==> src/rtl/alu_result_buffer.sv <==
// Purpose : FWFT result buffer between the 12-bit fixed-point ALU and a back-pressuring consumer.
// Latency : one cycle from an accepted push to o_valid/o_data; head data is combinational from the array.
// Backpr. : consumer stalls via i_ready; the ALU cannot be stalled, so pushes into a full buffer
//           (with no pop that cycle) are discarded and flagged on the sticky o_drop.
//
// Ports:
//   i_clk, i_rst_n           clock (rising edge), asynchronous active-low reset
//   i_valid/i_data/i_overflow ALU result push request
//   i_clear                  synchronous flush (pointers, count, drop flag, statistics)
//   i_ready                  consumer ready; pop = o_valid & i_ready
//   o_valid/o_data/o_overflow head entry
//   o_count, o_full, o_drop  occupancy, full flag, sticky discard flag
//   o_ovf_cnt                saturating count of accepted pushes with overflow set
//
// Optional feature macro: ALU_RESBUF_STATS_EN enables the o_ovf_cnt counter;
// when undefined o_ovf_cnt is tied to zero.

module alu_result_buffer #(
    parameter int  DEPTH  = 8,
    parameter int  DATA_W = 12,
    localparam int CW     = $clog2(DEPTH) + 1
) (
    input  logic              i_clk,
    input  logic              i_rst_n,
    input  logic              i_valid,
    input  logic [DATA_W-1:0] i_data,
    input  logic              i_overflow,
    input  logic              i_clear,
    input  logic              i_ready,
    output logic              o_valid,
    output logic [DATA_W-1:0] o_data,
    output logic              o_overflow,
    output logic [CW-1:0]     o_count,
    output logic              o_full,
    output logic              o_drop,
    output logic [7:0]        o_ovf_cnt
);

    localparam int AW = $clog2(DEPTH);

    // Each entry is {overflow, data}.
    logic [DATA_W:0] mem_q [DEPTH];

    logic [AW-1:0] wr_ptr_q, wr_ptr_d;
    logic [AW-1:0] rd_ptr_q, rd_ptr_d;
    logic [CW-1:0] count_q, count_d;
    logic          drop_q, drop_d;

    logic full;
    logic pop;
    logic push_acc;
    logic push_drop;

    assign full      = (count_q == CW'(DEPTH));
    assign o_valid   = (count_q != '0);
    assign pop       = o_valid & i_ready;
    // A full buffer still accepts a push when the head leaves in the same cycle.
    assign push_acc  = i_valid & (~full | pop);
    assign push_drop = i_valid & full & ~pop;

    always_comb begin
        wr_ptr_d = wr_ptr_q;
        rd_ptr_d = rd_ptr_q;
        count_d  = count_q;
        drop_d   = drop_q;
        if (i_clear) begin
            // Flush wins over any push or pop in the same cycle.
            wr_ptr_d = '0;
            rd_ptr_d = '0;
            count_d  = '0;
            drop_d   = 1'b0;
        end else begin
            if (push_acc) begin
                wr_ptr_d = wr_ptr_q + AW'(1);
            end
            if (pop) begin
                rd_ptr_d = rd_ptr_q + AW'(1);
            end
            unique case ({push_acc, pop})
                2'b10:   count_d = count_q + CW'(1);
                2'b01:   count_d = count_q - CW'(1);
                default: count_d = count_q;
            endcase
            if (push_drop) begin
                drop_d = 1'b1;
            end
        end
    end

    always_ff @(posedge i_clk or negedge i_rst_n) begin
        if (!i_rst_n) begin
            wr_ptr_q <= '0;
            rd_ptr_q <= '0;
            count_q  <= '0;
            drop_q   <= 1'b0;
        end else begin
            wr_ptr_q <= wr_ptr_d;
            rd_ptr_q <= rd_ptr_d;
            count_q  <= count_d;
            drop_q   <= drop_d;
        end
    end

    // Storage array is deliberately not reset or cleared; only the pointers define validity.
    always_ff @(posedge i_clk) begin
        if (push_acc && !i_clear) begin
            mem_q[wr_ptr_q] <= {i_overflow, i_data};
        end
    end

    assign o_data     = mem_q[rd_ptr_q][DATA_W-1:0];
    assign o_overflow = mem_q[rd_ptr_q][DATA_W];
    assign o_count    = count_q;
    assign o_full     = full;
    assign o_drop     = drop_q;

`ifdef ALU_RESBUF_STATS_EN
    logic [7:0] ovf_cnt_q, ovf_cnt_d;

    // Counts accepted pushes only; saturates rather than wrapping.
    always_comb begin
        ovf_cnt_d = ovf_cnt_q;
        if (i_clear) begin
            ovf_cnt_d = '0;
        end else if (push_acc && i_overflow && (ovf_cnt_q != 8'hFF)) begin
            ovf_cnt_d = ovf_cnt_q + 8'd1;
        end
    end

    always_ff @(posedge i_clk or negedge i_rst_n) begin
        if (!i_rst_n) begin
            ovf_cnt_q <= '0;
        end else begin
            ovf_cnt_q <= ovf_cnt_d;
        end
    end

    assign o_ovf_cnt = ovf_cnt_q;
`else
    assign o_ovf_cnt = '0;
`endif

endmodule

==> config.mk <==
export PLATFORM = sky130hd
export DESIGN_NAME = alu_result_buffer
export DESIGN_NICKNAME = d
export VERILOG_FILES = /design/src/rtl/alu_result_buffer.sv
export SDC_FILE = /design/constraint.sdc
export NUM_CORES = 1
export LEC_CHECK = 0
export ABC_AREA = 1
export CORE_MARGIN = 2
export CORE_UTILIZATION = 25
export CTS_CLUSTER_DIAMETER = 60
export DETAILED_ROUTE_END_ITERATION = 16
export GPL_ROUTABILITY_DRIVEN = 0
export SLEW_MARGIN = 25
export SYNTH_ARGS = -nofsm -noshare
export SYNTH_HDL_FRONTEND = slang
export SYNTH_SLANG_ARGS = --single-unit
==> constraint.sdc <==
create_clock -name i_clk -period 3 [get_ports i_clk]
set_input_delay 0.6 -clock i_clk [delete_from_list [all_inputs] [get_ports i_clk]]
set_output_delay 0.6 -clock i_clk [all_outputs]
set_load 0.05 [all_outputs]
==> results.md, run 1 <==
- Status: complete, no violations
- Req. time, crit path: 2400 ps
- Post-route ant nets: 0
- Die ar.: 20600 sq um
- Relative slew margins: 61.8%
- Total gr overflow: 0
- Yosys top cell area share: 64.2%
- Pins Over Slew Limit: 0
- Pin count of the biggest net entering global routing: 55
- Vias: 3189
- Row count: 51
- Pre-Repair DR Iteration Count: 4
- Layout overhead on the synthesized area: 24.8%
- Number of antenna violations at the first check in global routing: 0
- Mean Syn Cell Area: 11.4 sq um
- Setup_tns: 0 ps
- Worst skew pair latency: 400 ps
- Fmax: 0.368 GHz
- Vias per inst: 4.22
- Clock Sinks: 115
- # diodes: 0
- Max Clock Skew: 11.5 ps
- Pleak: 2.22 nW
- Top cells by count, synth: 104 x edfxtp_1, 88 x nor2_1, 63 x nand2_1
- Worst path arrival time: 2120 ps
- Clk pin slew, worst setup/hold paths: 50 ps
- EDFF count, synth: 104
- CP max-delay cell: clkdlybuf4s50_1
- CTS Buf Count: 17
- Async SR Flop Fraction: 9.57%
- Layout cells sized above 1: 13.5%
- Final #Nets: 500
- Slew @ Worst Pin: 572 ps
- # IOs: 46
- CTS tree: yes
- Hold WS: 501 ps
- Port bufs: 37
- Most common cell in the netlist: edfxtp_1
- DP HPWL: 6300 microns
- Min cycle time layout: 2720 ps
- Fin crit share: 90.6%
- Synthesis Warnings: 0
- RSZ-0062 raised after global routing: no
- Worst-path cell chain: nor2_4, nand3_1, inv_1, clkdlybuf4s50_1
- Mapped Area: 4870 sq um
- Top Family by Delay on Critical Path: buffers and inverters
- Root buf cell: clkbuf_16
- Drt initial violations: 297
- Worst path bufs/invs: 2
- Max-cap viol count: 0
- Hold Path Class: reg -> reg
- Post-CTS Resized: 0
- Height of the die: 144 microns
- Hold Fails Final Rpt: 0
- Cts hold-fix bufs: 0
- Cells after Synth: 427
- GRT Total Usage: 10.4%
- Starting Density: 25.3%
- Critical Path Max Stage Delay: 800 ps
- Clock buffer depth: 2
- WL per Instance: 13.5 microns
- Vias in the first global route: 3243
- Synth cell types: 26
- Seq cells post-synth: 115
- Post-CTS Setup Bufs: 0
- Setup violations, final: 0
- Fill count: 1923
- WS Path Type: reg -> out
- First-pass GRT wire length: 16300 microns
- PwrDens: 886 nW/um^2
- Routed WL: 10200 microns
- H-tree depth: 4
- Sequential fraction of the synthesis area: 69.8%
- Critical Path End Type: primary output
- Die Wd: 144 microns
- Dominant synthesized flop cell: edfxtp_1
- Residual DRC: 0
- Critical Path Start Type: flip-flop
- Synth area leader: edfxtp_1
- Synth top area cells: edfxtp_1 64%, nor2_1 6.8%, o21ai_1 6.1%, dfrtp_1 5.7%, nand2_1 4.9%
- Crit path max fanout: 6
- Core Area: 19300 sq um
- Peak supply drop: 0.600 mV
==> path summary, 6_finish.rpt <==
check | slack (ps) | start | end | depth (start not counted)
hold reg to reg | 500 | o_drop | o_drop | 1
setup / recovery | 280 | o_count[0] | o_full | 4
hold / removal | 500 | o_drop | o_drop | 1
max in group asynchronous | 2090 | i_rst_n | wr_ptr_q[2] | 1
min in group asynchronous | 550 | i_rst_n | o_count[2] | 1
setup reg to reg | 980 | o_count[0] | o_count[3] | 12
==> worst register-to-register path: cells and delay by family (launching register included) <==
family / cells / cell delay (ps)
adder cells (fa/ha/maj): 1 / 350
flip-flops: 1 / 470
AND/OR/NAND/NOR: 10 / 1010
buffers and inverters: 1 / 80
==> routing by layer <==
| layer | GRT usage (%) | wire (microns) | share of wire [%] |
|---|---|---|---|
| met5 | 0 | 0 | 0 |
| met4 | 4.02 | 85 | 0.84 |
| met3 | 3.57 | 555 | 5.5 |
| met2 | 17.1 | 5000 | 49 |
| met1 | 12.5 | 4520 | 44 |
==> layout make-up <==
cell class | count | area (sq um) | area share, %
well taps | 265 | 332 | 5.46
repair buffers | 51 | 455 | 7.50
clock buffers | 18 | 429 | 7.06
clock inverters | 14 | 113 | 1.85
flip-flops and latches | 115 | 3400 | 55.9
inverters | 16 | 60.1 | 0.988
multi-input cells | 276 | 1290 | 21.2
==> sequential cells by signal, indices dropped and copies added (netlist names) <==
| register | count |
|---|---|
| o_drop | 1 |
| wr_ptr_q | 3 |
| o_count | 4 |
| mem_q | 104 |
| rd_ptr_q | 3 |
==> cell families after synthesis <==
family,synth area share [%]
compound gates,9.33
buf+inv,4.24
fa+ha+maj,1.44
flops,69.8
other cells,0.0770
simple gates,14.7
xor+xnor,0.360
==> stage by stage <==
step / instance area [sq um] / worst slack, ps / total power [mW] / util (%) / instances
6_report: 6080 / 282 / 5.38 / 31.5 / 755
5_1_grt: 6080 / 175 / 5.65 / 31.5 / 755
4_1_cts: 6080 / 248 / 5.43 / 31.5 / 755
3_5_place_dp: 5530 / 507 / 3.61 / 28.7 / 723
3_3_place_gp: 5530 / 610 / 3.57 / 28.7 / 723
2_1_floorplan: 4890 / 775 / 3.13 / - / 434
==> report_power, final <==
| group | internal [mW] | switching (mW) | total (mW) |
|---|---|---|---|
| logic | 0.508 | 1.19 | 1.70 |
| registers | 1.81 | 0.0583 | 1.87 |
| clock network | 1.13 | 0.687 | 1.81 |
==> placed cells by master, fill, tap and decap left out, drive strengths merged <==
| cell type | n |
|---|---|
| nand3 | 15 |
| dfrtp | 11 |
| fa | 1 |
| edfxtp | 104 |
| bufinv | 1 |
| clkinv | 7 |
| clkinvlp | 4 |
| clkbuf | 18 |
| buf | 27 |
| nor2 | 91 |
| ha | 4 |
| o21ai | 83 |
| nand4 | 1 |
| clkdlybuf4s50 | 24 |
| o21a | 1 |
| nor3 | 1 |
| inv | 18 |
| nand2 | 65 |
| xor2 | 2 |
| conb | 8 |
| a21oi | 4 |
(Power assumes the default switching activity.)
==> inputs of run 2 (changes only) <==
ABC_AREA = unset   (was 1)
==> run 2 against run 1 <==
Effect of this change: critical path depth fell by 2; maximum frequency fell by 3.8%; power fell by 4.3%; core utilization rose by 0.72 points.
==> results.md, run 2 <==
- Post-CTS Setup Bufs: 0 (unchanged)
- Seq cells post-synth: 115 (unchanged)
- Post-Route Utilization: 32.2% (+0.72 points)
- Synth Area in Adders: 1.47% (+0.031 points)
- Mapped Area: 4770 sq um (-2.1%)
- Core Area: 18700 sq um (-2.9%)
- Routed WL: 9170 microns (-9.8%)
- Largest register by flop count: mem_q
- Clock Sinks: 115 (unchanged)
- Hold Path Class: reg -> reg
- Crit. path cell count: 2 (-2)
- Critical Path End Type: primary output
- Top cells by count, synth: 104 x edfxtp_1, 26 x mux4_2, 13 x mux2_2, 13 x nor2_1, 11 x dfrtp_1
- Compound-Gate Fraction of Synth Area: 2.00% (-7.3 points)
- PwrDens: 854 nW/um^2 (-3.6%)
- Relative slew margins: 63.3% (+1.5 points)
- Top Family by Delay on Critical Path: buffers and inverters
- Pins Over Slew Limit: 0 (unchanged)
- # diodes: 0 (unchanged)
- Placed Instances: 517 (-28%)
- Synth top area cells: edfxtp_1 66%, mux4_2 12%, dfrtp_1 5.8%, mux2_2 3.1%, buf_4 1.6%
- Fin crit share: 94.2% (+3.6 points)
- Worst path arrival time: 2230 ps (+110 ps)
- Port bufs: 37 (unchanged)
- Synthesis Warnings: 0 (unchanged)
- Reg2Reg Depth: 7 (-5)
- # IOs: 46 (unchanged)
- Starting Density: 25.5% (+0.22 points)
- Cells after Synth: 243 (-43%)
- Drt initial violations: 106 (-64%)
- Hold Fails Final Rpt: 0 (unchanged)
- GRT Total Usage: 9.80% (-0.58 points)
- Setup violations, final: 0 (unchanged)
- Post-route ant nets: 0 (unchanged)
- Status: complete, no violations
- Pre-Repair DR Iteration Count: 4 (unchanged)
- Async SR Flop Fraction: 9.57% (unchanged)
- Fill count: 1773 (-7.8%)
- Die ar.: 20200 sq um (-2.0%)
- WL per Instance: 16.7 microns (+24%)
- First-pass GRT wire length: 14300 microns (-12%)
- Residual DRC: 0 (unchanged)
- Peak supply drop: 0.490 mV (-18%)
- Synth area leader: edfxtp_1
- Non-Filler Instances: 549 (-27%)
- Slew @ Worst Pin: 549 ps (-23.6 ps)
- Cts hold-fix bufs: 0 (unchanged)
- Reg area: 3400 sq um (about the same)
- Commonest non-fill, non-tap cell in the layout: edfxtp_1
- Min cycle time layout: 2830 ps (+108 ps)
- Layout cells sized above 1: 34.6% (+21 points)
- Row count: 50 (-2.0%)
- Pleak: 2.02 nW (-8.8%)
- Synth cell types: 42 (+62%)
- Vias in the first global route: 2614 (-19%)
- Max reg flops: 104 (unchanged)
- Crit path max fanout: 9 (+3)
- Most common cell in the netlist: edfxtp_1
- Max-cap viol count: 0 (unchanged)
- Height of the die: 142 microns (-1.0%)
- Worst skew pair latency: 410 ps (about the same)
- Setup_tns: 0 ps (unchanged)
- Post-Synth Simple-Gate Area: 5.04% (-9.7 points)
- CP max-delay cell: clkdlybuf4s50_1
- Dominant synthesized flop cell: edfxtp_1
- Layout overhead on the synthesized area: 26.6%
- Clock buffer depth: 2 (unchanged)
- H-tree depth: 4 (unchanged)
- Fmax: 0.354 GHz (-3.8%)
- DP HPWL: 5510 microns (-13%)
- Clk pin slew, worst setup/hold paths: 50 ps (about the same)
- Number of antenna violations at the first check in global routing: 0 (unchanged)
- Post-CTS Resized: 0 (unchanged)
- Worst path bufs/invs: 1 (-1)
- RSZ-0062 raised after global routing: no
- Yosys top cell area share: 65.5% (+1.4 points)
- Total gr overflow: 0 (unchanged)
- Multi-input gate area: 1300 sq um (+0.97%)
- WS Path Type: reg -> out
- CTS tree: yes
- Critical Path Start Type: flip-flop
- Critical Path Max Stage Delay: 740 ps (-60 ps)
- EDFF count, synth: 104 (unchanged)
- Vias per inst: 4.36 (+3.3%)
- Worst-path cell chain: or4_1, clkdlybuf4s50_1
- Most frequent cells in the layout: 104 x edfxtp_1, 28 x buf_4, 26 x mux4_2
- Req. time, crit path: 2400 ps (about the same)
- Sequential fraction of the synthesis area: 71.3% (+1.5 points)
- Mean Syn Cell Area: 19.6 sq um (+72%)
- Die Wd: 142 microns (-1.0%)
- Hold Path Depth: 2 (+1)
- Largest family of logic cells by synthesized area: multiplexers
- Mux cell area share after synthesis: 16.7% (+17 points)
- Max Clock Skew: 7.69 ps (-3.76 ps)
- Root buf cell: clkbuf_16
- Final #Nets: 325 (-35%)
- CTS Buf Count: 17 (unchanged)
- Xor/xnor cell area share of the yosys netlist: 0.919% (+0.56 points)
- Vias: 2395 (-25%)
- Pin count of the biggest net entering global routing: 29 (-47%)
==> run 2: path summary, 6_finish.rpt <==
kind                             from          end  slack (ps)
setup reg to reg           o_count[3]   o_count[3]         670
hold / removal                 o_drop       o_drop         520
hold reg to reg                o_drop       o_drop         520
min in group asynchronous     i_rst_n       o_drop         550
max in group asynchronous     i_rst_n  rd_ptr_q[0]        2060
setup / recovery           o_count[3]      o_valid         170
==> run 2: kinds of logic after synthesis <==
group / count (synthesis)
mux: 45
buf+inv: 21
simple gates: 42
xor+xnor: 5
fa+ha+maj: 5
compound gates: 9
other cells: 1
flops: 115
==> run 2: per-layer routing <==
layer	global-route usage, %	up-vias	part of all wire, %
met4	5.11	0	1.3
met5	0	-	0
met1	11.8	1258	44
met2	16.0	48	50
met3	2.93	8	4.4
li1	-	1081	-
==> run 2: cell type report <==
type	count	area share [%]
inverter	2	0.124
clock inverter	13	2.28
timing repair buffer	52	7.63
multi-input combinational	114	21.6
sequential	115	56.4
clock buffer	19	7.18
tap	234	4.85
==> run 2: stage by stage <==
| stage | instance area (sq um) | total power [mW] | hold WS, ps | setup slack [ps] |
|---|---|---|---|---|
| 2_1_floorplan | 4800 | 2.93 | 304 | 79.1 |
| 4_1_cts | 6030 | 5.22 | 523 | 163 |
| 3_3_place_gp | 5460 | 3.28 | 487 | 479 |
| 3_5_place_dp | 5460 | 3.31 | 493 | 438 |
| 5_1_grt | 6030 | 5.37 | 550 | 117 |
| 6_report | 6030 | 5.15 | 519 | 174 |
==> run 2: report_power, final <==
part | total, mW | switching (mW) | internal, mW
sequential | 1.89 | 0.0703 | 1.82
clock | 1.90 | 0.684 | 1.22
combinational | 1.36 | 0.794 | 0.567
==> run 2: worst reg2reg max path, stage by stage, from the launching register on <==
cell	delay [ps]
dfrtp_1	470
o41ai_2	590
nor2_2	150
ha_1	360
a21oi_1	140
nand2_1	100
or3_1	350
nand4_1	90
==> inputs of run 3 (changes only) <==
CELL_PAD_IN_SITES_DETAIL_PLACEMENT = 0   (was unset)
CELL_PAD_IN_SITES_GLOBAL_PLACEMENT = 2   (was unset)
GPL_TIMING_DRIVEN = 0   (was unset)
PLACE_DENSITY_LB_ADDON = 0.1   (was unset)
==> run 3 against run 2 <==
Effect of this change: power fell by 4.2%; wire length increased by 17%; worst hold slack got worse by 4.2 ps; clock skew rose by 0.96 ps; core utilization grew 0.18 points; largest cell class unchanged; count of clock-buffer cells in the layout rose by 3; non-clock buffer count grew 16; cell area rose by 0.56%; final cell count grew 2.9%; critical endpoint unchanged; via count up 2.2%; register-to-register slack worse by 100 ps; critical path type unchanged; flip-flop and latch count unchanged.
==> results.md, run 3 (synthesized netlist as in run 2, its figures left out) <==
- Status: complete, no violations
- Area after DPL: 5610 sq um (+2.8%)
- Layout overhead on the synthesized area: 27.3%
- Crit path max fanout: 9 (unchanged)
- Max Clock Skew: 8.65 ps (+0.961 ps)
- RSZ-0062 raised after global routing: no
- Fmax: 0.354 GHz (about the same)
- CTS Buf Count: 17 (unchanged)
- WL per Instance: 19.0 microns (+14%)
- Row count: 50 (unchanged)
- Number of antenna violations at the first check in global routing: 0 (unchanged)
- Worst path arrival time: 2220 ps (about the same)
- First-pass GRT wire length: 16300 microns (+14%)
- Core Area: 18700 sq um (unchanged)
- DP HPWL: 7370 microns (+34%)
- Root buf cell: clkbuf_16
- CTS tree: yes
- Die Wd: 142 microns (unchanged)
- WS Path Type: reg -> out
- Peak supply drop: 0.642 mV (+31%)
- PwrDens: 813 nW/um^2 (-4.7%)
- H-tree depth: 4 (unchanged)
- Largest register by flop count: mem_q
- Cts hold-fix bufs: 0 (unchanged)
- Placed Instances: 533 (+3.1%)
- Clk pin slew, worst setup/hold paths: 50 ps (about the same)
- Final #Nets: 341 (+4.9%)
- Port bufs: 36 (-2.7%)
- Vias: 2447 (+2.2%)
- Pre-Repair DR Iteration Count: 4 (unchanged)
- Setup slack at placement: -366 ps (-804 ps)
- Most frequent cells in the layout: 104 x edfxtp_1, 26 x mux4_2, 22 x clkdlybuf4s50_1
- Relative slew margins: 51.0% (-12 points)
- Max-cap viol count: 0 (unchanged)
- Pins Over Slew Limit: 0 (unchanged)
- Hold Fails Final Rpt: 0 (unchanged)
- Crit path setup slack, layout: 176 ps (+1.40 ps)
- Req. time, crit path: 2400 ps (about the same)
- # IOs: 46 (unchanged)
- GRT Total Usage: 11.6% (+1.8 points)
- Commonest non-fill, non-tap cell in the layout: edfxtp_1
- Setup violations, final: 0 (unchanged)
- Worst skew pair latency: 400 ps (about the same)
- Post-route ant nets: 0 (unchanged)
- Fin crit share: 94.1% (about the same)
- Reg2reg setup slack: 570 ps (-100 ps)
- Design area: 6070 sq um (+0.56%)
- Residual DRC: 0 (unchanged)
- Clock buffer depth: 2 (unchanged)
- Vias in the first global route: 2542 (-2.8%)
- Critical Path End Type: primary output
- Drt initial violations: 82 (-23%)
- Slew @ Worst Pin: 732 ps (+184 ps)
- Critical Path Start Type: flip-flop
- Clock Sinks: 115 (unchanged)
- Routed WL: 10700 microns (+17%)
- Hold Path Class: reg -> reg
- Min cycle time layout: 2820 ps (-1.40 ps)
- Layout cells sized above 1: 35.3% (+0.74 points)
- Height of the die: 142 microns (unchanged)
- Starting Density: 25.5% (unchanged)
- Max reg flops: 104 (unchanged)
- Setup_tns: 0 ps (unchanged)
- Non-Filler Instances: 565 (+2.9%)
- Pleak: 2.08 nW (+2.7%)
- Die ar.: 20200 sq um (unchanged)
- Hold WS: 515 ps (-4.17 ps)
- Total gr overflow: 0 (unchanged)
- Vias per inst: 4.33 (-0.72%)
- # diodes: 0 (unchanged)
- Pin count of the biggest net entering global routing: 17 (-41%)
run 3: cell types whose count changed in the layout (fill, tap and decap cells not counted), sizes merged:
cell,delta
buf,+10
clkbuf,+9
bufinv,-2
clkinvlp,-4
dlygate4sd2,+1
clkinv,+3
clkdlybuf4s50,-1
run 3: final cells by class:
| cell class | count | area (sq um) |
|---|---|---|
| fill | 1804 | 12600 |
| sequential | 115 | 3400 |
| timing repair buffer | 49 | 418 |
| tap | 234 | 293 |
| multi-input combinational | 114 | 1320 |
| inverter | 2 | 7.51 |
| buffer | 19 | 145 |
| clock inverter | 10 | 42.5 |
| clock buffer | 22 | 444 |
run 3: through the flow:
stage | total power, mW | utilization (%)
after floorplan | 2.93 | -
after global placement | 3.35 | 29.1
after detailed placement | 3.37 | 30.0
after CTS | 5.07 | 32.8
after global routing | 5.18 | 32.4
final | 4.93 | 32.4
run 3: report_power, final:
group | leakage, nW | switching [mW] | internal [mW]
combinational | 0.751 | 0.823 | 0.561
sequential | 1.09 | 0.0739 | 1.82
clock | 0.240 | 0.632 | 1.03
run 3: timing repair:
| action | in CTS | in global routing |
|---|---|---|
| resized for setup | 54 | 27 |
| hold endpoints to repair | 0 | 0 |
| buffers inserted | 0 | 0 |
| endpoints found under the setup margin | 14 | 13 |
| pin swaps | 0 | 0 |
run 3: final timing paths:
| path | cells past startpoint | endpoint | start |
|---|---|---|---|
| max | 2 | o_valid | o_count[3] |
| min | 2 | o_drop | o_drop |
| max reg2reg | 7 | o_count[3] | o_count[3] |
| min reg2reg | 2 | o_drop | o_drop |
| max in group asynchronous | 1 | rd_ptr_q[2] | i_rst_n |
| min in group asynchronous | 1 | o_drop | i_rst_n |
run 3: critical path: stages, from the launching register on:
cell             delay, ps
dfrtp_1                470
or4_1                  610
clkdlybuf4s50_1        730
run 3: per-layer routing:
layer / wire length, microns / share of wire, % / GRT usage [%] / vias to the layer above
li1: - / - / - / 1117
met3: 404 / 3.8 / 4.17 / 9
met2: 5270 / 49 / 18.8 / 50
met1: 4900 / 46 / 14.3 / 1271
met4: 146 / 1.4 / 4.00 / 0
met5: 0 / 0 / 0 / -
